**src/rtl/ex_mem_mul_stage.sv**
```systemverilog
// EX/MEM pipeline register with ALU/MUL result select.
// The multiplier is a MUL_LAT-cycle multicycle path; EX is held until it settles.
module ex_mem_mul_stage #(
  parameter int XLEN    = 32,
  parameter int MUL_LAT = 2
) (
  input  logic            clk,
  input  logic            rst,
  input  logic            ex_valid,
  input  logic            ex_is_mul,
  input  logic [XLEN-1:0] ex_alu_out,
  input  logic [XLEN-1:0] mul_out,
  input  logic [4:0]      ex_rd,
  input  logic            ex_reg_write,
  input  logic            ex_mem_read,
  input  logic            ex_mem_write,
  input  logic [2:0]      ex_funct3,
  input  logic [XLEN-1:0] ex_rs2_data,
  input  logic            mem_stall,
  input  logic            flush,
  output logic            ex_stall,
  output logic            mem_valid,
  output logic [XLEN-1:0] mem_result,
  output logic [4:0]      mem_rd,
  output logic            mem_reg_write,
  output logic            mem_mem_read,
  output logic            mem_mem_write,
  output logic [2:0]      mem_funct3,
  output logic [XLEN-1:0] mem_store_data
);

  typedef enum logic {
    IDLE,
    MUL_WAIT
  } state_t;

  localparam logic       MULTI    = (MUL_LAT > 1);
  localparam logic [2:0] CNT_INIT = 3'((MUL_LAT > 1) ? MUL_LAT - 2 : 0);

  state_t          state;
  logic [2:0]      cnt;
  logic            mul_start;
  logic            mul_wait_active;
  logic            capture_ok;
  logic [XLEN-1:0] sel_result;

  assign mul_start  = ex_valid & ex_is_mul & MULTI;
  assign mul_wait_active = ((state == IDLE) & mul_start)
                         | ((state == MUL_WAIT) & (cnt != 3'd0));
  assign ex_stall   = mem_stall | (mul_wait_active & ~flush);
  assign capture_ok = ~mem_stall & ~ex_stall & ~flush;
  assign sel_result = ex_is_mul ? mul_out : ex_alu_out;

  always_ff @(posedge clk) begin
    if (rst) begin
      state <= IDLE;
      cnt   <= 3'd0;
    end else begin
      case (state)
        IDLE: begin
          if (mul_start & ~flush & ~mem_stall) begin
            state <= MUL_WAIT;
            cnt   <= CNT_INIT;
          end
        end
        MUL_WAIT: begin
          if (flush) begin
            state <= IDLE;
            cnt   <= 3'd0;
          end else if (!mem_stall) begin
            if (cnt == 3'd0) state <= IDLE;
            else             cnt   <= cnt - 3'd1;
          end
        end
        default: begin
          state <= IDLE;
          cnt   <= 3'd0;
        end
      endcase
    end
  end

  // data fields keep their old values across bubbles
  always_ff @(posedge clk) begin
    if (rst) begin
      mem_valid      <= 1'b0;
      mem_result     <= '0;
      mem_rd         <= '0;
      mem_reg_write  <= 1'b0;
      mem_mem_read   <= 1'b0;
      mem_mem_write  <= 1'b0;
      mem_funct3     <= '0;
      mem_store_data <= '0;
    end else if (!mem_stall) begin
      if (ex_valid & capture_ok) begin
        mem_valid      <= 1'b1;
        mem_result     <= sel_result;
        mem_rd         <= ex_rd;
        mem_reg_write  <= ex_reg_write;
        mem_mem_read   <= ex_mem_read;
        mem_mem_write  <= ex_mem_write;
        mem_funct3     <= ex_funct3;
        mem_store_data <= ex_rs2_data;
      end else begin
        mem_valid      <= 1'b0;
        mem_reg_write  <= 1'b0;
        mem_mem_read   <= 1'b0;
        mem_mem_write  <= 1'b0;
      end
    end
  end

endmodule
```
**config.mk**
```make
export PLATFORM = sky130hd
export DESIGN_NAME = ex_mem_mul_stage
export DESIGN_NICKNAME = d
export VERILOG_FILES = /design/src/rtl/ex_mem_mul_stage.sv
export SDC_FILE = /design/constraint.sdc
export NUM_CORES = 1
export LEC_CHECK = 0
export ABC_AREA = 1
export ABC_CLOCK_PERIOD_IN_PS = 3100
export BUFFER_PORTS_ARGS = -buffer_cell sky130_fd_sc_hd__buf_2
export CAP_MARGIN = 40
export CORE_UTILIZATION = 49
export DETAILED_ROUTE_END_ITERATION = 16
export GPL_TIMING_DRIVEN = 0
export PLACE_DENSITY = 0.83
export SYNTH_ARGS = -nofsm -noshare
export SYNTH_HDL_FRONTEND = slang
export SYNTH_SLANG_ARGS = --single-unit
```
**constraint.sdc**
```tcl
create_clock -name clk -period 3.1 [get_ports clk]
set_clock_uncertainty 0.2 [all_clocks]
set_input_delay 0 -clock clk [delete_from_list [all_inputs] [get_ports clk]]
set_output_delay 0 -clock clk [all_outputs]
set_load 0.005 [all_outputs]
```
==> flow_summary.toml, run 1 <==
[place]
place_congestion = 0.810
hpwl_mm = 7.59
pre_cts_ws_ns = 1.27
numPortBuffers = 188
placed_area_mm2 = 0.00466

[timing]
hold_viol = 0
fin_tns_setup_ns = 0
tightest_slew_ns = 0.526
post-route-period-util_pct = 78.6
fin_ws_ns = 0.664
period_needed_ns = 2.44
setup_viol = 0
rsz0062_at_grt = "no"
relSlewSlack_pct = 64.9
fmax_mhz = 410
slew_viol_final = 0

[worst_setup_path]
r2r_slack_ns = 0.66
crit_type = "reg -> reg"
rr_worst_depth = 11
cp_max_fo = 10
cp-end-kind = "flip-flop"
worstPathArrival_ns = 2.53
start_kind = "flip-flop"
r2r_end = "mem_mem_read"
rr_startpoint = "cnt[0]"
cp.required_ns = 3.20

[cells_and_area]
fin_area_mm2 = 0.00609
layout-drive-gt1-share_pct = 29.4
mostFrequentLayoutCells = "buf_2, nand2_1, dlygate4sd3_1"
antenna_cells = 0
final_nets = 924
final_common_cell = "buf_2"
syn2layout_area_growth_pct = 69.2

[drt]
vias = 4970
drtIter0Drc = 324
dr_wl_met3_mm = 1.25
routed_wl_mm = 14.6
wl_met2_mm = 7.48
firstDrtPassIters = 5
detail-route-antenna-nets = 0
avgViaCountPerCell = 5.46
wl_per_cell_um = 16.0
drc_errors = 0
routed.top_layer = "met4"
met1_length_mm = 5.32

[floorplanning]
die_w_um = 87.7
ioPinCount = 190
core_area_mm2 = 0.00694
placementRows = 30
start_util_pct = 51.8
die_y_um = 87.7
dieArea_mm2 = 0.00769

[logic_synthesis]
yosysTopAreaCellShare_pct = 44.5
avgSynthCellArea_um2 = 7.36
synth_nets = 604
yosysUniqueCellTypes = 21
synthTopCellsByArea = "dfxtp_1, nand2_1, a21oi_1"
netlist_area_mm2 = 0.00360
synth_top_area_cell = "dfxtp_1"
yosysWarnings = 0
ys_ff_latch = 80
ys_seq_area_share_pct = 44.5
netlist_instances = 489

[clock_tree]
cts-root-buf = "clkbuf_8"
clk_pin_slew_ns = 0.09
cts_setup_buffers = 0
cts_tree = "done"
clk_latency_ns = 0.34
clockBufferDepth = 2
htreeDepth = 3
hold_buffers = 121
cts_num_sinks = 80
cts_buffers = 9
ctsResizeCount = 0

[power_and_ir_drop]
power.switching_mw = 0.647
p_clk_share_pct = 35.0
seqPwrFrac_pct = 44.8
pwr_density_cell_mw_per_mm2 = 399
intPower_mw = 1.78
combPwrFrac_pct = 20.2
ir_worst_vdd_mv = 0.254
switching_share_pct = 26.6
leakage_nw = 2.86

[job]
max-cap-violations = 0

[outcome]
status = "completed"

[global_routing]
grt_pass1_wl_mm = 22.3
antenna_found_initial = 0
grt_max_degree = 15
track_usage_pct = 37.6
grt-ovfl-total = 0
grt_pass1_vias = 4813

[worst_hold_path]
worstHoldStart = "ex_valid"
min_to = "cnt[1]"
min_path_cells = 7
hp-class = "in -> reg"
[state kept, by name, summed over array words and instances (netlist names)]
register / flops
cnt: 3
mem_funct3: 3
mem_mem_read: 1
mem_mem_write: 1
mem_rd: 5
mem_reg_write: 1
mem_result: 32
mem_store_data: 32
mem_valid: 1
state: 1
[worst max-delay path, cell delays in order (launching register included)]
cell and delay [ns]:
dfxtp_1 0.30, inv_1 0.10, ha_1 0.16, inv_1 0.05, nor2_2 0.16, nor2_4 0.07, nor2_8 0.17, buf_6 0.18
buf_6 0.15, nand3_1 0.12, a21oi_1 0.16, dlygate4sd3_1 0.56
[stage by stage]
step	power (mW)	hold WS, ns	utilization [%]	cells
CTS	2.39	0.0376	87.7	910
detailed placement	1.44	0.0743	67.1	773
floorplan	1.29	-0.140	-	489
global placement	1.43	0.0683	67.1	773
finish	2.43	0.0720	87.7	910
global route	2.50	0.109	87.7	910
[kinds of logic (layout without fill, tap and decap cells)]
logic type | after synthesis | count (layout) | synth area share (%)
compound gates | 113 | 113 | 17.9
fa+ha+maj | 2 | 2 | 0.695
buf+inv | 51 | 376 | 7.44
flops | 80 | 80 | 44.5
simple gates | 243 | 243 | 29.4
[synth_stat cells]
cell,number
dfxtp_1,80
a21oi_1,79
inv_1,8
nor2_2,1
nor2_4,2
nor2_1,36
nand2_1,121
buf_2,19
nand3_1,78
clkinv_1,1
buf_6,5
nor3b_2,1
o21ai_1,1
nor2_8,1
a21boi_0,32
clkbuf_1,14
buf_4,4
ha_1,2
o21ai_0,1
nand2_2,2
nor3_1,1
[final cells by class]
cell class / instances / area (µm²)
repair buffers: 309 / 2150
multi-input cells: 358 / 1730
flip-flops and latches: 80 / 1600
fillers: 318 / 855
plain buffers: 42 / 234
clock buffers: 9 / 124
well taps: 96 / 120
clock inverters: 7 / 95.1
inverters: 9 / 33.8
[worst max path at each step]
stage / start / end / slack (ns) / depth (start not counted)
3_5_place_dp: cnt[0] / mem_mem_read / 1.27 / 10
2_1_floorplan: cnt[0] / mem_mem_read / 1.53 / 10
4_1_cts: cnt[0] / mem_mem_read / 0.74 / 11
6_report: cnt[0] / mem_mem_read / 0.66 / 11
5_1_grt: cnt[0] / mem_mem_write / 0.48 / 11
3_3_place_gp: cnt[0] / mem_store_data[0] / 1.34 / 10
[routing by layer]
layer	GRT usage (%)	vias to the layer above
met5	0	-
met1	39.6	2290
met3	8.11	63
met2	69.9	347
li1	-	2270
met4	19.8	0
[power by group through the flow]
stage / logic, mW / registers (mW) / clock network [mW]
after floorplan: 0.175 / 1.11 / 0
after global placement: 0.322 / 1.11 / 0
after detailed placement: 0.330 / 1.11 / 0
after CTS: 0.456 / 1.08 / 0.850
after global routing: 0.529 / 1.09 / 0.885
final: 0.491 / 1.09 / 0.850
Power figures use the tool's default switching activity.
==> run 2: changes to the inputs <==
--- a/config.mk
+++ b/config.mk
@@ -6,13 +6,13 @@
 export NUM_CORES = 1
 export LEC_CHECK = 0
 export ABC_AREA = 1
-export ABC_CLOCK_PERIOD_IN_PS = 3100
+export ABC_CLOCK_PERIOD_IN_PS = 2100
 export BUFFER_PORTS_ARGS = -buffer_cell sky130_fd_sc_hd__buf_2
 export CAP_MARGIN = 40
-export CORE_UTILIZATION = 49
+export CORE_UTILIZATION = 41
 export DETAILED_ROUTE_END_ITERATION = 16
 export GPL_TIMING_DRIVEN = 0
-export PLACE_DENSITY = 0.83
+export PLACE_DENSITY = 0.74
 export SYNTH_ARGS = -nofsm -noshare
 export SYNTH_HDL_FRONTEND = slang
 export SYNTH_SLANG_ARGS = --single-unit
==> constraint.sdc (replaced) <==
create_clock -name clk -period 2.1 [get_ports clk]
set_clock_uncertainty 0.2 [all_clocks]
set_input_delay 0 -clock clk [delete_from_list [all_inputs] [get_ports clk]]
set_output_delay 0 -clock clk [all_outputs]
set_load 0.005 [all_outputs]
==> flow_summary.toml, run 2 (synthesized netlist as in run 1, its figures left out) <==
[global_routing]
grt_max_degree = 14
grt_pass1_wl_mm = 19.2
grt_pass1_vias = 4265
grt-ovfl-total = 0
track_usage_pct = 27.3
antenna_found_initial = 0

[power_and_ir_drop]
ir_worst_vdd_mv = 0.266
pwr_density_cell_mw_per_mm2 = 571
leakage_nw = 2.80

[place]
numPortBuffers = 188
place_congestion = 0.816
hpwl_mm = 8.08

[drt]
avgViaCountPerCell = 5.02
drtIter0Drc = 153
drc_errors = 0
vias = 4566
wl_per_cell_um = 14.0
routed_wl_mm = 12.7
firstDrtPassIters = 5
detail-route-antenna-nets = 0

[worst_setup_path]
slowest_delay_ns = 0.34
cp_max_fo = 10
critPathBufInv = 5
cp-end-kind = "output port"
crit_family = "buffers and inverters"
start_kind = "flip-flop"
r2r_slack_ns = 0.24
cp.required_ns = 1.90
worstPathArrival_ns = 1.79
path_cells = "inv_1 -> ha_1 -> inv_2 -> nor2_4 -> nor2_4 -> nor2_8 -> buf_6 -> buf_6 -> o21ai_2 -> buf_2"
cp_slowest_cell = "dfxtp_1"
crit_type = "reg -> out"

[floorplanning]
die_y_um = 95.7
start_util_pct = 43.1
die_w_um = 95.7
core_area_mm2 = 0.00834
ioPinCount = 190
dieArea_mm2 = 0.00916
placementRows = 33

[clock_tree]
htreeDepth = 3
cts_tree = "done"
clk_latency_ns = 0.34
cts_buffers = 9
clk_pin_slew_ns = 0.08
cts-root-buf = "clkbuf_8"
clockBufferDepth = 2
cts_num_sinks = 80

[cells_and_area]
multi_input_area_mm2 = 0.00174
final_nets = 916
fill_cells = 625
regArea_mm2 = 0.00160
final_common_cell = "buf_2"
mostFrequentLayoutCells = "buf_2, nand2_1, dlygate4sd3_1"
syn2layout_area_growth_pct = 66.8
reg_top3 = "mem_result: 32 flops, mem_store_data: 32 flops, mem_rd: 5 flops"
antenna_cells = 0
layout-drive-gt1-share_pct = 30.3

[timing]
fin_tns_setup_ns = 0
post-route-period-util_pct = 95.0
slew_viol_final = 0
fmax_mhz = 501
period_needed_ns = 1.99
rsz0062_at_grt = "no"
relSlewSlack_pct = 64.5
tightest_slew_ns = 0.532
hold_slack_ns = 0.111
setup_viol = 0
hold_viol = 0

[worst_hold_path]
hp-class = "in -> reg"

[outcome]
status = "completed"

[job]
max-cap-violations = 0
-- run 2: worst paths after layout --
check / startpoint / endpoint / cells past startpoint
setup / recovery: cnt[1] / ex_stall / 10
hold reg to reg: mem_mem_write / mem_mem_write / 2
hold / removal: ex_valid / cnt[1] / 7
setup reg to reg: cnt[1] / mem_store_data[20] / 11
-- run 2: metrics by stage --
stage	cells	cell area, µm²	setup slack [ns]	utilization [%]	total power, mW
final	910	6000	0.106	71.9	3.43
after global routing	910	6000	0.00434	71.9	3.59
after CTS	908	5980	0.00649	71.6	3.42
after detailed placement	782	4670	0.303	56.0	2.13
after global placement	782	4670	0.335	56.0	2.12
after floorplan	489	3600	0.527	-	1.90
-- run 2: layer usage --
metal | up-vias | share of wire (%) | track usage, %
li1 | 2244 | - | -
met1 | 2061 | 40 | 29.8
met2 | 228 | 49 | 49.9
met3 | 33 | 8.3 | 6.06
met4 | 0 | 2.5 | 12.2
met5 | - | 0 | 0
-- run 2: report_power, final --
group | switching [mW] | internal (mW) | leakage, nW
registers | 0.0309 | 1.57 | 0.651
clock network | 0.556 | 0.576 | 0.0985
logic | 0.313 | 0.382 | 2.05
total | 0.899 | 2.53 | 2.80
-- run 2: worst reg2reg max path: cells and delay by family (launching register included) --
kind	cells	cell delay [ns]
buffers and inverters	4	0.50
and+or+nand+nor	5	0.43
DFF	1	0.34
adders and majority gates	1	0.18
AOI/OAI and AO/OA	1	0.14
-- run 2: final cells by class --
class	instances	area share (%)
flip-flops and latches	80	26.7
plain buffers	42	3.90
clock buffers	10	2.29
repair buffers	301	34.4
inverters	9	0.563
well taps	105	2.19
multi-input cells	358	29.0
clock inverters	5	0.938
-- run 2: what timing repair did --
action,4_1_cts,5_1_grt
resized for setup,0,5
endpoints found under the setup margin,0,1
hold buffers,111,0
endpoints found under the hold margin,80,0
setup buffers,0,2
==> run 3: changes to the inputs <==
--- a/config.mk
+++ b/config.mk
@@ -13,6 +13,8 @@
 export DETAILED_ROUTE_END_ITERATION = 16
 export GPL_TIMING_DRIVEN = 0
 export PLACE_DENSITY = 0.74
+export RECOVER_POWER = 25
+export SETUP_SLACK_MARGIN = 0.2
 export SYNTH_ARGS = -nofsm -noshare
 export SYNTH_HDL_FRONTEND = slang
 export SYNTH_SLANG_ARGS = --single-unit
==> flow_summary.toml, run 3 (synthesized netlist as in run 1, its figures left out) <==
[drt]
wl_per_cell_um = 14.0
vias = 4528
drc_errors = 0
routed_wl_mm = 12.7
drtIter0Drc = 142
firstDrtPassIters = 5
avgViaCountPerCell = 4.96
detail-route-antenna-nets = 0

[power_and_ir_drop]
leakage_nw = 2.73
pwr_density_cell_mw_per_mm2 = 570
ir_worst_vdd_mv = 0.266

[worst_setup_path]
cp-end-kind = "output port"
start_kind = "flip-flop"
cp.required_ns = 1.90
worstPathArrival_ns = 1.63
crit_type = "reg -> out"
cp_max_fo = 3

[clock_tree]
cts_buffers = 9
cts-root-buf = "clkbuf_8"
clk_latency_ns = 0.34
cts_tree = "done"
clockBufferDepth = 2
htreeDepth = 3
clk_pin_slew_ns = 0.08
cts_num_sinks = 80

[place]
hpwl_mm = 8.08
numPortBuffers = 188
place_congestion = 0.816
placed_cells = 782

[floorplanning]
die_y_um = 95.7
placementRows = 33
die_w_um = 95.7
core_area_mm2 = 0.00834
dieArea_mm2 = 0.00916
ioPinCount = 190
start_util_pct = 43.1

[cells_and_area]
layout-drive-gt1-share_pct = 28.0
syn2layout_area_growth_pct = 67.4
final_nets = 918
final_common_cell = "buf_2"
reg_top3 = "mem_result: 32 flops, mem_store_data: 32 flops, mem_rd: 5 flops"
mostFrequentLayoutCells = "buf_2, nand2_1, dlygate4sd3_1"
layoutNonFillerInstCount = 912
antenna_cells = 0

[worst_hold_path]
hp-class = "in -> reg"

[timing]
relSlewSlack_pct = 64.7
slew_viol_final = 0
period_needed_ns = 1.83
setup_viol = 0
fmax_mhz = 545
rsz0062_at_grt = "yes"
hold_viol = 0
post-route-period-util_pct = 87.3
tightest_slew_ns = 0.530
fin_tns_setup_ns = 0

[global_routing]
grt_max_degree = 14
grt-ovfl-total = 0
grt_pass1_wl_mm = 19.3
antenna_found_initial = 0
track_usage_pct = 27.4
grt_pass1_vias = 4291

[outcome]
status = "completed"

[job]
max-cap-violations = 0
run 3: per-layer routing:
layer  GRT usage, %  vias to the layer above  share of wire [%]
li1               -                     2248                  -
met1           30.0                     2034                 40
met2           50.3                      217                 49
met3           6.06                       29                8.4
met4           12.2                        0                2.2
met5              0                        -                  0
run 3: repair_timing:
action	CTS	global route
pin swaps	3	5
cloned	0	0
hold endpoints to repair	80	0
setup buffers	3	1
endpoints found under the setup margin	1	64
resized for setup	8	9
hold buffers	111	0
run 3: layout make-up:
type,instances,area [µm²]
fillers,631,2320
repair buffers,303,2050
multi-input cells,358,1750
flip-flops and latches,80,1600
plain buffers,42,255
clock buffers,10,138
well taps,105,131
clock inverters,5,56.3
inverters,9,33.8
run 3: critical path: stages (launching register included):
cell     delay (ns)
dfxtp_2        0.34
inv_2          0.05
ha_4           0.15
inv_2          0.06
nor2_4         0.04
nor2_4         0.13
nor2_8         0.04
buf_6          0.11
buf_8          0.11
o21ai_2        0.10
buf_2          0.15
run 3: power breakdown:
| part | switching [mW] | leakage, nW | internal (mW) |
|---|---|---|---|
| sequential | 0.0310 | 0.651 | 1.57 |
| clock | 0.555 | 0.0985 | 0.575 |
| combinational | 0.315 | 1.98 | 0.386 |
run 3: per-stage QoR:
step                power [mW]  utilization (%)  hold WS [ns]  instance area (µm²)  worst slack (ns)
floorplan                 1.90                -        -0.140                 3600             0.527
global placement          2.12             56.0        0.0678                 4670             0.335
detailed placement        2.13             56.0        0.0761                 4670             0.303
CTS                       3.43             72.1        0.0711                 6010             0.205
global route              3.60             72.2         0.140                 6020             0.180
finish                    3.43             72.2         0.106                 6020             0.267
run 3: worst paths after layout:
check	start	end	slack, ns	cells after the start
max	cnt[1]	ex_stall	0.27	10
min	ex_valid	cnt[1]	0.11	7
max reg2reg	cnt[1]	mem_store_data[11]	0.31	11
min reg2reg	mem_mem_write	mem_mem_write	0.26	2
